**config.mk**
```make
export PLATFORM = sky130hd
export DESIGN_NAME = digit_serial_adder
export DESIGN_NICKNAME = d
export VERILOG_FILES = /design/src/rtl/digit_serial_adder.sv
export SDC_FILE = /design/constraint.sdc
export NUM_CORES = 1
export LEC_CHECK = 0
export CORE_ASPECT_RATIO = 1.4
export CORE_MARGIN = 2
export CORE_UTILIZATION = 27
export DETAILED_ROUTE_END_ITERATION = 12
export HOLD_SLACK_MARGIN = 0.06
export PLACE_DENSITY = 0.45
export SYNTH_ARGS = -nofsm -noshare
export SYNTH_HDL_FRONTEND = slang
export SYNTH_SLANG_ARGS = --single-unit
export TNS_END_PERCENT = 30
```
**constraint.sdc**
```tcl
create_clock -name clk -period 2.5 [get_ports clk]
set_clock_uncertainty 0.1 [all_clocks]
set_input_delay 0.625 -clock clk [delete_from_list [all_inputs] [get_ports clk]]
set_output_delay 0.625 -clock clk [all_outputs]
set_load 0.005 [all_outputs]
```
**src/rtl/digit_serial_adder.sv**
```systemverilog
// Digit-serial two's-complement adder/subtractor: WIDTH-bit operands are
// consumed DIGIT bits per clock, LSB digit first, with a registered carry.
module digit_serial_adder #(
  parameter int WIDTH = 32,
  parameter int DIGIT = 4
) (
  input  logic             clk,
  input  logic             rst_n,
  input  logic             start,
  input  logic [WIDTH-1:0] A,
  input  logic [WIDTH-1:0] B,
  input  logic             Sub,
  output logic             busy,
  output logic             done,
  output logic [WIDTH-1:0] Sum,
  output logic             Cout,
  output logic             Overflow
);

  localparam int N  = WIDTH / DIGIT;
  localparam int CW = (N > 1) ? $clog2(N) : 1;

  typedef enum logic [1:0] {
    S_IDLE = 2'd0,
    S_RUN  = 2'd1,
    S_DONE = 2'd2
  } state_t;

  state_t           r_state;
  state_t           w_next_state;
  logic [WIDTH-1:0] r_a;
  logic [WIDTH-1:0] r_b;
  logic [WIDTH-1:0] r_res;
  logic             r_carry;
  logic             r_a_msb;
  logic             r_b_msb;
  logic [CW-1:0]    r_cnt;

  logic [WIDTH-1:0] w_b_eff;
  logic [DIGIT:0]   w_digit_sum;
  logic [WIDTH-1:0] w_res_next;
  logic             w_last;
  logic             w_ovf_next;

  // Subtraction is A + ~B + 1: the +1 enters as the initial carry.
  assign w_b_eff     = Sub ? ~B : B;
  assign w_digit_sum = {1'b0, r_a[DIGIT-1:0]} + {1'b0, r_b[DIGIT-1:0]}
                     + {{DIGIT{1'b0}}, r_carry};
  assign w_res_next  = (r_res >> DIGIT)
                     | (WIDTH'(w_digit_sum[DIGIT-1:0]) << (WIDTH - DIGIT));
  assign w_last      = (r_cnt == CW'(N - 1));
  assign w_ovf_next  = (r_a_msb == r_b_msb) && (w_res_next[WIDTH-1] != r_a_msb);

  // Control state register.
  always_ff @(posedge clk or negedge rst_n) begin
    if (!rst_n) begin
      r_state <= S_IDLE;
    end else begin
      r_state <= w_next_state;
    end
  end

  // Next-state decode; start is only honoured from IDLE.
  always_comb begin
    w_next_state = r_state;
    case (r_state)
      S_IDLE: begin
        if (start) begin
          w_next_state = S_RUN;
        end else begin
          w_next_state = S_IDLE;
        end
      end
      S_RUN: begin
        if (w_last) begin
          w_next_state = S_DONE;
        end else begin
          w_next_state = S_RUN;
        end
      end
      S_DONE:  w_next_state = S_IDLE;
      default: w_next_state = S_IDLE;
    endcase
  end

  // Operand capture and per-digit shift/accumulate datapath.
  always_ff @(posedge clk or negedge rst_n) begin
    if (!rst_n) begin
      r_a     <= {WIDTH{1'b0}};
      r_b     <= {WIDTH{1'b0}};
      r_res   <= {WIDTH{1'b0}};
      r_carry <= 1'b0;
      r_a_msb <= 1'b0;
      r_b_msb <= 1'b0;
      r_cnt   <= {CW{1'b0}};
    end else begin
      case (r_state)
        S_IDLE: begin
          if (start) begin
            r_a     <= A;
            r_b     <= w_b_eff;
            r_carry <= Sub;
            r_a_msb <= A[WIDTH-1];
            r_b_msb <= w_b_eff[WIDTH-1];
            r_cnt   <= {CW{1'b0}};
          end else begin
            r_cnt   <= r_cnt;
          end
        end
        S_RUN: begin
          r_a     <= r_a >> DIGIT;
          r_b     <= r_b >> DIGIT;
          r_carry <= w_digit_sum[DIGIT];
          r_res   <= w_res_next;
          r_cnt   <= r_cnt + {{(CW-1){1'b0}}, 1'b1};
        end
        default: begin
          r_cnt   <= r_cnt;
        end
      endcase
    end
  end

  // Registered status flags and result commit on the last digit.
  always_ff @(posedge clk or negedge rst_n) begin
    if (!rst_n) begin
      busy     <= 1'b0;
      done     <= 1'b0;
      Sum      <= {WIDTH{1'b0}};
      Cout     <= 1'b0;
      Overflow <= 1'b0;
    end else begin
      busy <= (w_next_state == S_RUN);
      done <= (w_next_state == S_DONE);
      if ((r_state == S_RUN) && w_last) begin
        Sum      <= w_res_next;
        Cout     <= w_digit_sum[DIGIT];
        Overflow <= w_ovf_next;
      end else begin
        Sum      <= Sum;
        Cout     <= Cout;
        Overflow <= Overflow;
      end
    end
  end

endmodule
```
# ---- Yosys cells after proc, flatten, opt, wreduce, memory -nomap -nowiden
# Index checks and enable logic that the tools add are counted.
dict set report word_totals {
  reg_bits 140
  in_bits 68
}
dict set report classes {
  addsub 3
  eq_ne 7
  n_mux 12
  bitwise_logic 2
  reduce_logical 6
}
# op n
set op_table {}
lappend op_table {{$pmux W32 S2} 2}
lappend op_table {{$mux W32} 3}
lappend op_table {{$not A32 Y32} 1}
lappend op_table {{$or A28 B32 Y32} 1}
lappend op_table {{$pmux W3 S2} 1}
lappend op_table {{$add A4 B4 Y5} 1}
lappend op_table {{$add A5 B1 Y5} 1}
lappend op_table {{$eq A2 B1 Y1 const B} 2}
lappend op_table {{$pmux W2 S2} 1}
lappend op_table {{$reduce_and A2 Y1} 2}
lappend op_table {{$add A3 B1 Y3 const B} 1}
lappend op_table {{$eq A3 B3 Y1 const B} 1}
lappend op_table {{$mux W3} 1}
lappend op_table {{$eq A2 B2 Y1 const B} 1}
lappend op_table {{$logic_and A1 B1 Y1} 2}
lappend op_table {{$logic_not A2 Y1} 1}
lappend op_table {{$mux W1} 2}
lappend op_table {{$mux W2} 1}
lappend op_table {{$ne A2 B2 Y1 const B} 1}
lappend op_table {{$pmux W1 S2} 1}
lappend op_table {{$reduce_bool A2 Y1} 1}
lappend op_table {{$eq A1 B1 Y1} 1}
lappend op_table {{$ne A1 B1 Y1} 1}

# ---- Depth between registers and ports, before layout
# Gate-level depths: netlist (run 1).
dict set report logic_depth {
  ltp_word 5
  ltp_mapped 7
}

# ---- Worst setup path before layout (run 1)
# Ideal clock, no wire load.
dict set report synth_timing {
  kind {flip-flop to flip-flop}
  start {register r_a[0]}
  end {register Cout}
  arrival_time_ns 1.504
  required_time_ns 2.272
  setup_slack_ns 0.768
  path_stages_with_launch 8
  path_buffers 0
  cell_sequence {dfrtp_1 fa_1 inv_1 fa_1 inv_1 a21o_1 a21oi_1 o21ai_0}
}
dict set report synth_via {
  elab_chain_cells 2
}
# item line
set synth_rtl {}
lappend synth_rtl {{start: declaration} 31} ;# logic [WIDTH-1:0] r_a;
lappend synth_rtl {{start signal: assignment} 89} ;# r_a <= {WIDTH{1'b0}};
lappend synth_rtl {{start signal: assignment} 111} ;# r_a <= r_a >> DIGIT;
lappend synth_rtl {{$add A4 B4 Y5} 47} ;# assign w_digit_sum = {1'b0, r_a[DIGIT-1:0]} + {1'b0, r_b[DIGIT-1:0]}
lappend synth_rtl {{$add A5 B1 Y5} 48} ;# + {{DIGIT{1'b0}}, r_carry};
lappend synth_rtl {{end signal: assignment} 137} ;# Cout <= w_digit_sum[DIGIT];
lappend synth_rtl {{end signal: assignment} 141} ;# Cout <= Cout;
lappend synth_rtl {{end: declaration} 16} ;# output logic Cout,
# No other way between the ends.
# A chain may end at the register's enable or synchronous reset.

# ---- Worst setup path after layout (run 1)
dict set report layout_timing {
  start {register Sum[25]}
  end {output Sum[25]}
}
# item line
set layout_rtl {}
lappend layout_rtl {{start: declaration} 15} ;# output logic [WIDTH-1:0] Sum,
lappend layout_rtl {{start signal: assignment} 129} ;# Sum <= {WIDTH{1'b0}};
lappend layout_rtl {{start signal: assignment} 136} ;# Sum <= w_res_next;
lappend layout_rtl {{start signal: assignment} 140} ;# Sum <= Sum;
# No word-level cell between the ends.

==> results of run 1 <==
==> worst paths after layout <==
check | from | end | slack, ns | depth (start not counted)
max | Sum[25] | Sum[25] | 0.47 | 1
max in group asynchronous | rst_n | r_res[6] | 0.98 | 3
min in group asynchronous | rst_n | Sum[2] | 0.59 | 2
min | r_res[5] | r_res[5] | 0.37 | 2
max reg2reg | r_a[0] | r_res[31] | 0.57 | 5
min reg2reg | r_res[5] | r_res[5] | 0.37 | 2
==> flip-flops by register name (all words and copies together) (netlist names) <==
signal and count:
Cout 1, Overflow 1, Sum 32, busy 1, done 1, r_a 32
r_a_msb 1, r_b 32, r_b_msb 1, r_carry 1, r_cnt 3, r_res 28
r_state 2
==> synth_stat cells, types with 5 or more instances <==
library cell,instances
buf_2,25
inv_1,8
a22o_1,5
a21oi_1,58
mux2_4,29
clkbuf_1,11
xor2_1,9
xnor2_1,25
o22ai_1,52
a22oi_1,7
nand2_1,115
nor2b_1,13
o21ai_0,36
ha_1,5
nor2_1,18
o22a_1,8
dfrtp_1,136
==> power by group <==
group          switching, W  internal, W
sequential         0.000717      0.00323
clock              0.000941      0.00141
combinational       0.00169      0.00188
total               0.00334      0.00652
==> routing by layer <==
layer	share of wire (%)	vias up	routed length, um
met5	0	-	0
met2	50	109	7690
li1	-	2237	-
met4	2.1	0	327
met3	3.7	24	579
met1	45	2296	6920
==> metrics by stage <==
step                setup slack [ns]  instances  hold WS, ns  total power [W]  area (um^2)
finish                         0.471       1002        0.373          0.00986         8120
global route                   0.414       1002        0.402           0.0106         8120
CTS                            0.444       1002        0.381           0.0100         8120
detailed placement             0.285        969        0.366          0.00761         7550
global placement               0.320        969        0.358          0.00750         7550
floorplan                      0.768        585        0.229          0.00614         6150
==> layout make-up <==
type,instances,area share [%]
inverter,9,0.416
clock buffer,20,5.62
clock inverter,12,1.26
tap,301,4.64
timing repair buffer,126,15.4
multi-input combinational,398,30.7
sequential,136,41.9
==> repair_timing <==
action,in CTS,in global routing
hold endpoints to repair,33,0
resized for setup,0,0
hold buffers,1,0
==> logic make-up (layout without fill, tap and decap cells) <==
| kind of cell | after synthesis | in the layout | share of synthesized area [%] |
|---|---|---|---|
| fa+ha+maj | 7 | 7 | 1.67 |
| simple gates | 156 | 156 | 10.5 |
| flops | 136 | 136 | 55.3 |
| buf+inv | 51 | 167 | 4.17 |
| xor+xnor | 34 | 34 | 4.84 |
| compound gates | 171 | 171 | 16.2 |
| mux | 30 | 30 | 7.26 |
==> flow_summary_export.csv, run 1 <==
group,metric,value,unit
clock_tree,ctsHtreeMaxLevel,4,
clock_tree,clk_pin_slew,0.06,ns
sta,fin_crit,2.03,ns
pwr,p_leak,3.58,nW
logic_synthesis,ys_warn_count,0,
floorplan,die_h,183,um
setup_path,required,1.77,ns
setup_path,path_cells,"clkdlybuf4s50_1",
routing,wirelength,15500,um
logic_synthesis,synth_top_area_share,55.3,%
pwr,ir_worst_vdd,613,uV
sta,rsz0062_at_grt,"no",
setup_path,critical_path.max_fanout,2,
setup_path,slowest_stage,"clkdlybuf4s50_1",
global_route,grt_pass1_vias,4805,
placed_design,portBuffers,103,
clock_tree,cts_root_buf,"clkbuf_16",
clock_tree,cts_sinks,136,
global_route,met1_usage,16.8,%
clock_tree,cts_made_buffers,17,
logic_synthesis,syn_area,0.00615,mm^2
logic_synthesis,ys_seq_area_share,55.3,%
final_layout,final_cell_mix,"136 x dfrtp_1, 114 x nand2_1, 101 x clkdlybuf4s50_1",
final_layout,drive_gt1_share,13.0,%
sta,hold_violations,0,
placed_design,dp_hpwl,10600,um
final_layout,mostFrequentLayoutCell,"dfrtp_1",
floorplan,start_util,27.4,%
routing,via_count,4666,
sta,drv_slew,0,
routing,drc,0,
sta,finalCritPeriodShare,81.1,%
status,status,"complete, no violations",
logic_synthesis,synth_area_leaders,"dfrtp_1 55%, mux2_4 7.1%, nand2_1 7.0%",
setup_path,cp_top_family,"buffers and inverters",
floorplan,die_x,132,um
sta,fmax,0.493,GHz
clock_tree,cts_setup_buffers,0,
sta,finalSetupTns,0,ns
setup_path,critPathKind,"reg2out",
logic_synthesis,synth-edff-count,0,
global_route,met2_usage,22.2,%
global_route,track_usage,13.4,%
sta,slew_headroom,69.8,%
logic_synthesis,synth_area_leader_cell,"dfrtp_1",
logic_synthesis,ys_seq_elements,136,
setup_path,crit_buf_inv,1,
logic_synthesis,syn_inst,585,
floorplan,dieArea,0.0240,mm^2
final_layout,insertedDiodeCount,0,
final_layout,nets,763,
floorplan,rows,65,
global_route,antenna_found_initial,0,
clock_tree,cts_tree,"yes",
global_route,busiest_layer,"met2",
sta,tightest_slew,0.452,ns
global_route,overflow,0,
clock_tree,clock_path_buffers,2,
final_layout,area_growth_syn_to_layout,32.0,%
global_route,grtUsageMet3,3.03,%
setup_path,start_kind,"flop",
logic_synthesis,synth_flop_cell,"dfrtp_1",
sta,finalSetupViolations,0,
pwr,power_density,1210,mW/mm^2
run,cap_violations,0,
final_layout,fillers,2329,
logic_synthesis,avgSynthCellArea,10.5,um^2
clock_tree,clk_latency,0.42,ns
floorplan,placeableCoreArea,0.0224,mm^2
logic_synthesis,synthArstFlopShare,100,%
routing,drt_iter0_drc,266,
final_layout,seq_area,0.00340,mm^2
setup_path,crit_arrival,1.30,ns
setup_path,crit_path_end_kind,"output port",
routing,dr.pass1.iters,4,
setup_path,critical_path.max_stage_delay,0.52,ns
routing,wl_per_cell,15.5,um
global_route,grt_max_degree,65,
placed_design,gp_congestion,0.749,
routing,vias_per_cell,4.66,
logic_synthesis,syn-num-nets,660,
min_path,hp-class,"reg2reg",
routing,antenna_left,0,
logic_synthesis,synth_cell_types,33,
final_layout,utilization,36.2,%
final_layout,multi_input_area,0.00249,mm^2
global_route,grt_pass1_wl,25400,um
floorplan,io_pins,104,
No activity file was read; power rests on OpenSTA's default activity.
==> run 2, diff against run 1 <==
- clock period: 2.5 -> 2.1 ns (I/O delays scaled with it)
==> flow_summary_export.csv, run 2 (synthesis results as in run 1) <==
group,metric,value,unit
setup_path,crit_path_end_kind,"output port",
routing,drc,0,
min_path,hp-class,"reg2reg",
placed_design,portBuffers,103,
clock_tree,cts_root_buf,"clkbuf_16",
sta,whs,0.374,ns
floorplan,dieArea,0.0240,mm^2
sta,tightest_slew,0.408,ns
setup_path,slowest_stage,"clkdlybuf4s50_1",
sta,fin_ws,0.165,ns
sta,fin_crit,1.94,ns
pwr,p_sw_share,32.2,%
clock_tree,clk_pin_slew,0.05,ns
final_layout,design_area,0.00832,mm^2
floorplan,die_h,183,um
clock_tree,cts_tree,"yes",
routing,dr.pass1.iters,4,
pwr,pwr-share-clk,26.2,%
floorplan,rows,65,
pwr,seqPwrFrac,38.3,%
routing,wl_per_cell,15.0,um
setup_path,reg2reg_to,"r_carry",
floorplan,placeableCoreArea,0.0224,mm^2
routing,antenna_left,0,
pwr,power_density,1480,mW/mm^2
status,status,"complete, no violations",
global_route,grt_pass1_vias,4864,
placed_design,gp_congestion,0.786,
final_layout,nets,774,
global_route,track_usage,13.2,%
clock_tree,clk_latency,0.41,ns
global_route,antenna_found_initial,0,
routing,via_count,4620,
floorplan,die_x,132,um
routing,wirelength,15200,um
pwr,p_switching,0.00396,W
setup_path,critical_path.max_stage_delay,0.52,ns
final_layout,largest_registers,"Sum x32, r_a x32, r_b x32",
pwr,p_leak,3.70,nW
min_path,holdPathStages,2,
placed_design,dp_hpwl,10900,um
pwr,ir_worst_vdd,664,uV
final_layout,drive_gt1_share,14.0,%
pwr,comb_power_share,35.6,%
pwr,internal_power,0.00834,W
final_layout,mostFrequentLayoutCell,"dfrtp_1",
clock_tree,clock_path_buffers,2,
routing,drt_iter0_drc,239,
global_route,grt_pass1_wl,25300,um
setup_path,crit_buf_inv,1,
final_layout,final_cell_mix,"136 x dfrtp_1, 114 x nand2_1, 101 x clkdlybuf4s50_1",
setup_path,r2r_cells,7,
setup_path,cp_top_family,"buffers and inverters",
placed_design,post_dp_cell_area,0.00767,mm^2
setup_path,start_kind,"flop",
placed_design,post-place-ws,-0.0140,ns
min_path,hold_path_end,"r_res[6]",
global_route,overflow,0,
setup_path,critPathKind,"reg2out",
sta,fmax,0.517,GHz
run,cap_violations,0,
routing,vias_per_cell,4.56,
sta,hold_violations,0,
setup_path,required,1.47,ns
setup_path,rrSetupSlack,0.19,ns
global_route,grt_max_degree,38,
min_path,hp-start,"r_res[6]",
setup_path,r2r-start,"r_a[0]",
floorplan,start_util,27.4,%
sta,finalSetupViolations,0,
final_layout,area_growth_syn_to_layout,35.4,%
sta,slew_headroom,72.8,%
clock_tree,cts_made_buffers,17,
sta,finalCritPeriodShare,92.1,%
sta,drv_slew,0,
clock_tree,cts_sinks,136,
clock_tree,ctsHtreeMaxLevel,4,
setup_path,critical_path.max_fanout,2,
setup_path,crit_arrival,1.31,ns
floorplan,io_pins,104,
final_layout,insertedDiodeCount,0,
final_layout,fillers,2291,
setup_path,path_cells,"clkdlybuf4s50_1",
sta,rsz0062_at_grt,"no",
clock_tree,cts_resized,0,
==> run 2: repair_timing <==
action	in CTS	in global routing
hold buffers	1	0
endpoints found under the hold margin	32	0
setup buffers	0	0
==> run 2: per-layer routing <==
layer	vias up	track usage, %	part of all wire [%]	routed length [um]
li1	2254	-	-	-
met1	2232	16.5	44	6770
met2	119	22.7	50	7590
met3	15	3.11	4.4	665
met4	0	4.30	1.4	217
met5	-	0	0	0
==> run 2: worst reg2reg max path, stage by stage (launching register included) <==
cell and delay, ns:
dfrtp_1 0.42, fa_1 0.47, inv_1 0.08, fa_1 0.21
inv_1 0.05, a21o_1 0.16, a21oi_1 0.20, a21oi_1 0.09
==> run 2: per-stage QoR <==
step	cells	util (%)	setup TNS (ns)	power [W]
finish	1013	37.1	0	0.0123
global route	1013	37.1	0	0.0132
CTS	1013	37.1	0	0.0125
detailed placement	980	34.2	-0.0547	0.00920
global placement	980	34.2	0	0.00905
floorplan	585	-	0	0.00731
==> run 2: worst max-delay path by stage <==
stage | start | to | slack, ns | depth (start not counted)
after floorplan | r_a[0] | Cout | 0.37 | 7
after CTS | Sum[30] | Sum[30] | 0.13 | 1
final | Sum[30] | Sum[30] | 0.16 | 1
after global placement | start | r_a[27] | 0.06 | 5
after global routing | r_a[0] | r_carry | 0.08 | 7
after detailed placement | start | r_a[26] | -0.01 | 5
==> run 2: layout make-up <==
class,instances,area [um^2],share of cell area [%]
inverter,9,33.8,0.406
tap,301,377,4.52
sequential,136,3400,40.9
timing repair buffer,137,1370,16.5
clock buffer,25,505,6.07
multi-input combinational,398,2490,30.0
clock inverter,7,138,1.65
==> run 2: power by group through the flow <==
stage,registers [W],logic (W),clock network [W]
final,0.00471,0.00438,0.00322
after floorplan,0.00448,0.00283,0
after CTS,0.00472,0.00446,0.00329
after detailed placement,0.00477,0.00443,0
after global routing,0.00488,0.00493,0.00340
after global placement,0.00472,0.00433,0
==> run 3, diff against run 2 <==
- clock period: 2.1 -> 2.45 ns (I/O delays scaled with it)
==> flow_summary_export.csv, run 3 (synthesis results as in run 1) <==
group,metric,value,unit
setup_path,cp_top_family,"buffers and inverters",
global_route,met2_usage,20.9,%
floorplan,die_h,183,um
final_layout,final_cell_count_no_fill,1001,
sta,finalCritPeriodShare,82.8,%
sta,slew_headroom,66.7,%
clock_tree,cts_resized,0,
sta,hold_violations,0,
setup_path,path_cells,"clkdlybuf4s50_1",
pwr,ir_worst_vdd,622,uV
final_layout,insertedDiodeCount,0,
routing,drc,0,
clock_tree,cts_tree,"yes",
final_layout,seq_area,0.00340,mm^2
clock_tree,ctsHtreeMaxLevel,4,
placed_design,portBuffers,103,
setup_path,slowest_stage,"clkdlybuf4s50_1",
clock_tree,cts_root_buf,"clkbuf_16",
sta,tightest_slew,0.500,ns
setup_path,crit_buf_inv,1,
sta,finalSetupViolations,0,
pwr,internal_power,0.00690,W
sta,whs,0.379,ns
clock_tree,clk_latency,0.42,ns
pwr,seqPwrFrac,39.2,%
clock_tree,cts_sinks,136,
final_layout,nets,764,
final_layout,area_growth_syn_to_layout,32.7,%
final_layout,drive_gt1_share,12.9,%
routing,dr.pass1.iters,4,
global_route,grt_pass1_vias,4797,
pwr,p_sw_share,32.8,%
global_route,grt_pass1_wl,24900,um
routing,drt_iter0_drc,248,
setup_path,crit_path_end_kind,"output port",
final_layout,fillers,2281,
setup_path,critPathKind,"reg2out",
sta,fin_ws,0.421,ns
routing,via_count,4626,
global_route,met1_usage,16.7,%
clock_tree,clk_pin_slew,0.06,ns
pwr,power_density,1260,mW/mm^2
floorplan,die_x,132,um
clock_tree,cts_made_buffers,17,
placed_design,gp_congestion,0.764,
sta,fin_crit,2.03,ns
routing,antenna_left,0,
global_route,track_usage,13.0,%
global_route,busiest_layer,"met2",
sta,drv_slew,0,
floorplan,start_util,27.4,%
pwr,comb_power_share,35.2,%
final_layout,mostFrequentLayoutCell,"dfrtp_1",
floorplan,placeableCoreArea,0.0224,mm^2
floorplan,io_pins,104,
pwr,pwr-share-clk,25.6,%
global_route,grtUsageMet3,3.03,%
setup_path,start_kind,"flop",
clock_tree,cts_setup_buffers,0,
sta,rsz0062_at_grt,"no",
clock_tree,clock_path_buffers,2,
global_route,overflow,0,
final_layout,largest_registers,"Sum x32, r_a x32, r_b x32",
routing,wirelength,15100,um
run,cap_violations,0,
final_layout,final_cell_mix,"136 x dfrtp_1, 114 x nand2_1, 101 x clkdlybuf4s50_1",
routing,vias_per_cell,4.62,
status,status,"complete, no violations",
placed_design,dp_hpwl,10600,um
placed_design,post-place-ws,0.125,ns
setup_path,required,1.74,ns
final_layout,multi_input_area,0.00249,mm^2
global_route,grt_max_degree,55,
min_path,hp-class,"reg2reg",
setup_path,critical_path.max_fanout,2,
routing,wl_per_cell,15.1,um
global_route,antenna_found_initial,0,
sta,finalSetupTns,0,ns
floorplan,dieArea,0.0240,mm^2
setup_path,critical_path.max_stage_delay,0.54,ns
floorplan,rows,65,
setup_path,crit_arrival,1.32,ns
pwr,p_switching,0.00336,W
placed_design,dp.cells,970,
pwr,p_leak,3.61,nW
sta,fmax,0.493,GHz
-- run 3: metal layers --
layer / part of all wire, % / wire (um)
met3: 3.6 / 543
met1: 46 / 6910
met2: 48 / 7260
met5: 0 / 0
met4: 2.8 / 417
-- run 3: timing repair --
item                                    in CTS  in global routing
endpoints found under the hold margin        2                  0
endpoints found under the setup margin       0                  0
hold buffers                                 1                  0
-- run 3: path summary, 6_finish.rpt --
| kind | cells past startpoint | startpoint | slack [ns] | endpoint |
|---|---|---|---|---|
| max in group asynchronous | 3 | rst_n | 0.98 | r_a[12] |
| setup / recovery | 1 | Cout | 0.42 | Cout |
| hold reg to reg | 2 | r_res[5] | 0.38 | r_res[5] |
| min in group asynchronous | 2 | rst_n | 0.61 | Sum[1] |
| hold / removal | 2 | r_res[5] | 0.38 | r_res[5] |
| setup reg to reg | 5 | r_b[0] | 0.52 | Sum[31] |
-- run 3: layout make-up --
class / count / share of cell area, %
Inverter: 9 / 0.414
Timing Repair Buffer: 127 / 15.3
Tap cell: 301 / 4.62
Clock buffer: 22 / 5.93
Multi-Input combinational cell: 398 / 30.6
Sequential cell: 136 / 41.7
Clock inverter: 8 / 1.47
-- run 3: through the flow --
stage | total power, W | cell area [um^2] | utilization [%]
floorplan | 0.00627 | 6150 | -
global placement | 0.00764 | 7550 | 33.6
detailed placement | 0.00775 | 7550 | 33.6
CTS | 0.0104 | 8160 | 36.4
global route | 0.0111 | 8160 | 36.4
finish | 0.0103 | 8160 | 36.4
-- run 3: power groups by stage --
stage	combinational [W]	clock, W	sequential, W
after floorplan	0.00243	0	0.00384
after global placement	0.00360	0	0.00404
after detailed placement	0.00368	0	0.00407
after CTS	0.00369	0.00267	0.00403
after global routing	0.00409	0.00278	0.00418
final	0.00362	0.00262	0.00402
==> variant, RTL diff (config.mk and constraints of run 3) <==
Add an input register stage for `A`, with the module's reset; this delays it by one clock. The other inputs are not delayed to match.
--- a/src/rtl/digit_serial_adder.sv
+++ b/src/rtl/digit_serial_adder.sv
@@ -26,4 +26,14 @@
     S_DONE = 2'd2
   } state_t;
+
+  logic [WIDTH-1:0] A_q;
+
+  always_ff @(posedge clk or negedge rst_n) begin
+    if (!rst_n) begin
+      A_q <= '0;
+    end else begin
+      A_q <= A;
+    end
+  end
 
   state_t           r_state;
@@ -98,8 +108,8 @@
         S_IDLE: begin
           if (start) begin
-            r_a     <= A;
+            r_a     <= A_q;
             r_b     <= w_b_eff;
             r_carry <= Sub;
-            r_a_msb <= A[WIDTH-1];
+            r_a_msb <= A_q[WIDTH-1];
             r_b_msb <= w_b_eff[WIDTH-1];
             r_cnt   <= {CW{1'b0}};
Behaviour: not the same (Yosys sat finds a counterexample within 10 cycles, from zero or initial values and one cycle with rst_n low).
==> variant against run 3 <==
Count of clock-buffer cells in the layout decreased by 1. Maximum frequency decreased by 1.9%. Final area increased by 6.2%. Wire length decreased by 2.3%. Sequential cell count increased by 32. Total power increased by 4.9%. Sequential share of layout area increased by 6.8 points. Clock power increased by 2%. Worst setup slack got worse by 40 ps. Area after synthesis increased by 8.1%.
==> variant: results (changes against run 3) <==
synth_fp_nets: 672  # +1.8%
synth_top_area_share_pct: 63.2  # +7.9 points
leakage_nw: 3.88  # +7.5%
synthTopCellsByArea: "dfrtp_1, nand2_1, mux2_1, a221o_1, xnor2_1"
p_switching_mw: 3.57  # +6.0%
nFillCells: 2432  # +6.6%
vias_per_cell: 4.44  # -4.0%
use_met2_pct: 20.8  # -0.070 points
wl_per_cell_um: 14.5  # -3.8%
rr_startpoint: "r_a[0]"
status: "finished clean"
peakVddDrop_mv: 0.510  # -18%
min_to: "r_a[29]"
worstMarginPinSlew_ps: 731  # +231 ps
synthTopCellsByCount: "dfrtp_1, nand2_1, nor2_1"
dpl.cell_count: 987  # +1.8%
synth_mux_area_share_pct: 4.91  # -2.4 points
wl_met3_um: 470  # -13%
synth_compound_area_share_pct: 9.14  # -7.1 points
synth_cell_types: 31  # -6.1%
postSynthCellCount: 597  # +2.1%
fin_nets: 767  # +0.39%
arrival_ps: 1360  # +40 ps
drt_iter0_markers: 180  # -27%
grt_pass1_vias: 4781  # -0.33%
drt_wl_total_um: 14800  # -2.3%
met2_wirelength_um: 7670  # +5.7%
synthAdderAreaFrac_pct: 1.54  # -0.13 points
grt_pass1_wl_um: 24400  # -2.3%
ys_seq_area_share_pct: 63.2  # +7.9 points
drive_gt1_share_pct: 6.84  # -6.0 points
grt_use_met1_pct: 14.9  # -1.8 points
whs_ps: 363  # -16.1 ps
hpwl_um: 10000  # -5.4%
grtUsageMet3_pct: 2.72  # -0.31 points
dp_slack_ps: -251  # -376 ps
gp_congestion: 0.741  # -2.9%
variant: repair_timing:
item | CTS | global route
endpoints found under the hold margin | 24 | 0
setup endpoints to repair | 0 | 1
hold buffers | 1 | 0
resized for setup | 0 | 1
variant: power groups by stage:
stage	combinational [mW]	sequential [mW]	clock [mW]
2_1_floorplan	2.29	4.34	0
3_3_place_gp	3.56	4.53	0
3_5_place_dp	3.66	4.56	0
4_1_cts	3.68	4.52	2.77
5_1_grt	4.07	4.65	2.88
6_report	3.58	4.50	2.68
variant: worst reg2reg max path: stages (launching register included):
cell,delay [ps]
dfrtp_1,410
fa_1,470
a21o_1,170
a21oi_1,280
xor2_1,270
o21ai_0,110
variant: cell type report:
type / count / area [sq um] / share of cell area, %
multi-input combinational: 383 / 2260 / 26.1
clock buffer: 21 / 460 / 5.31
clock inverter: 8 / 124 / 1.43
tap: 315 / 394 / 4.55
inverter: 6 / 22.5 / 0.260
timing repair buffer: 116 / 1200 / 13.9
sequential: 168 / 4200 / 48.5
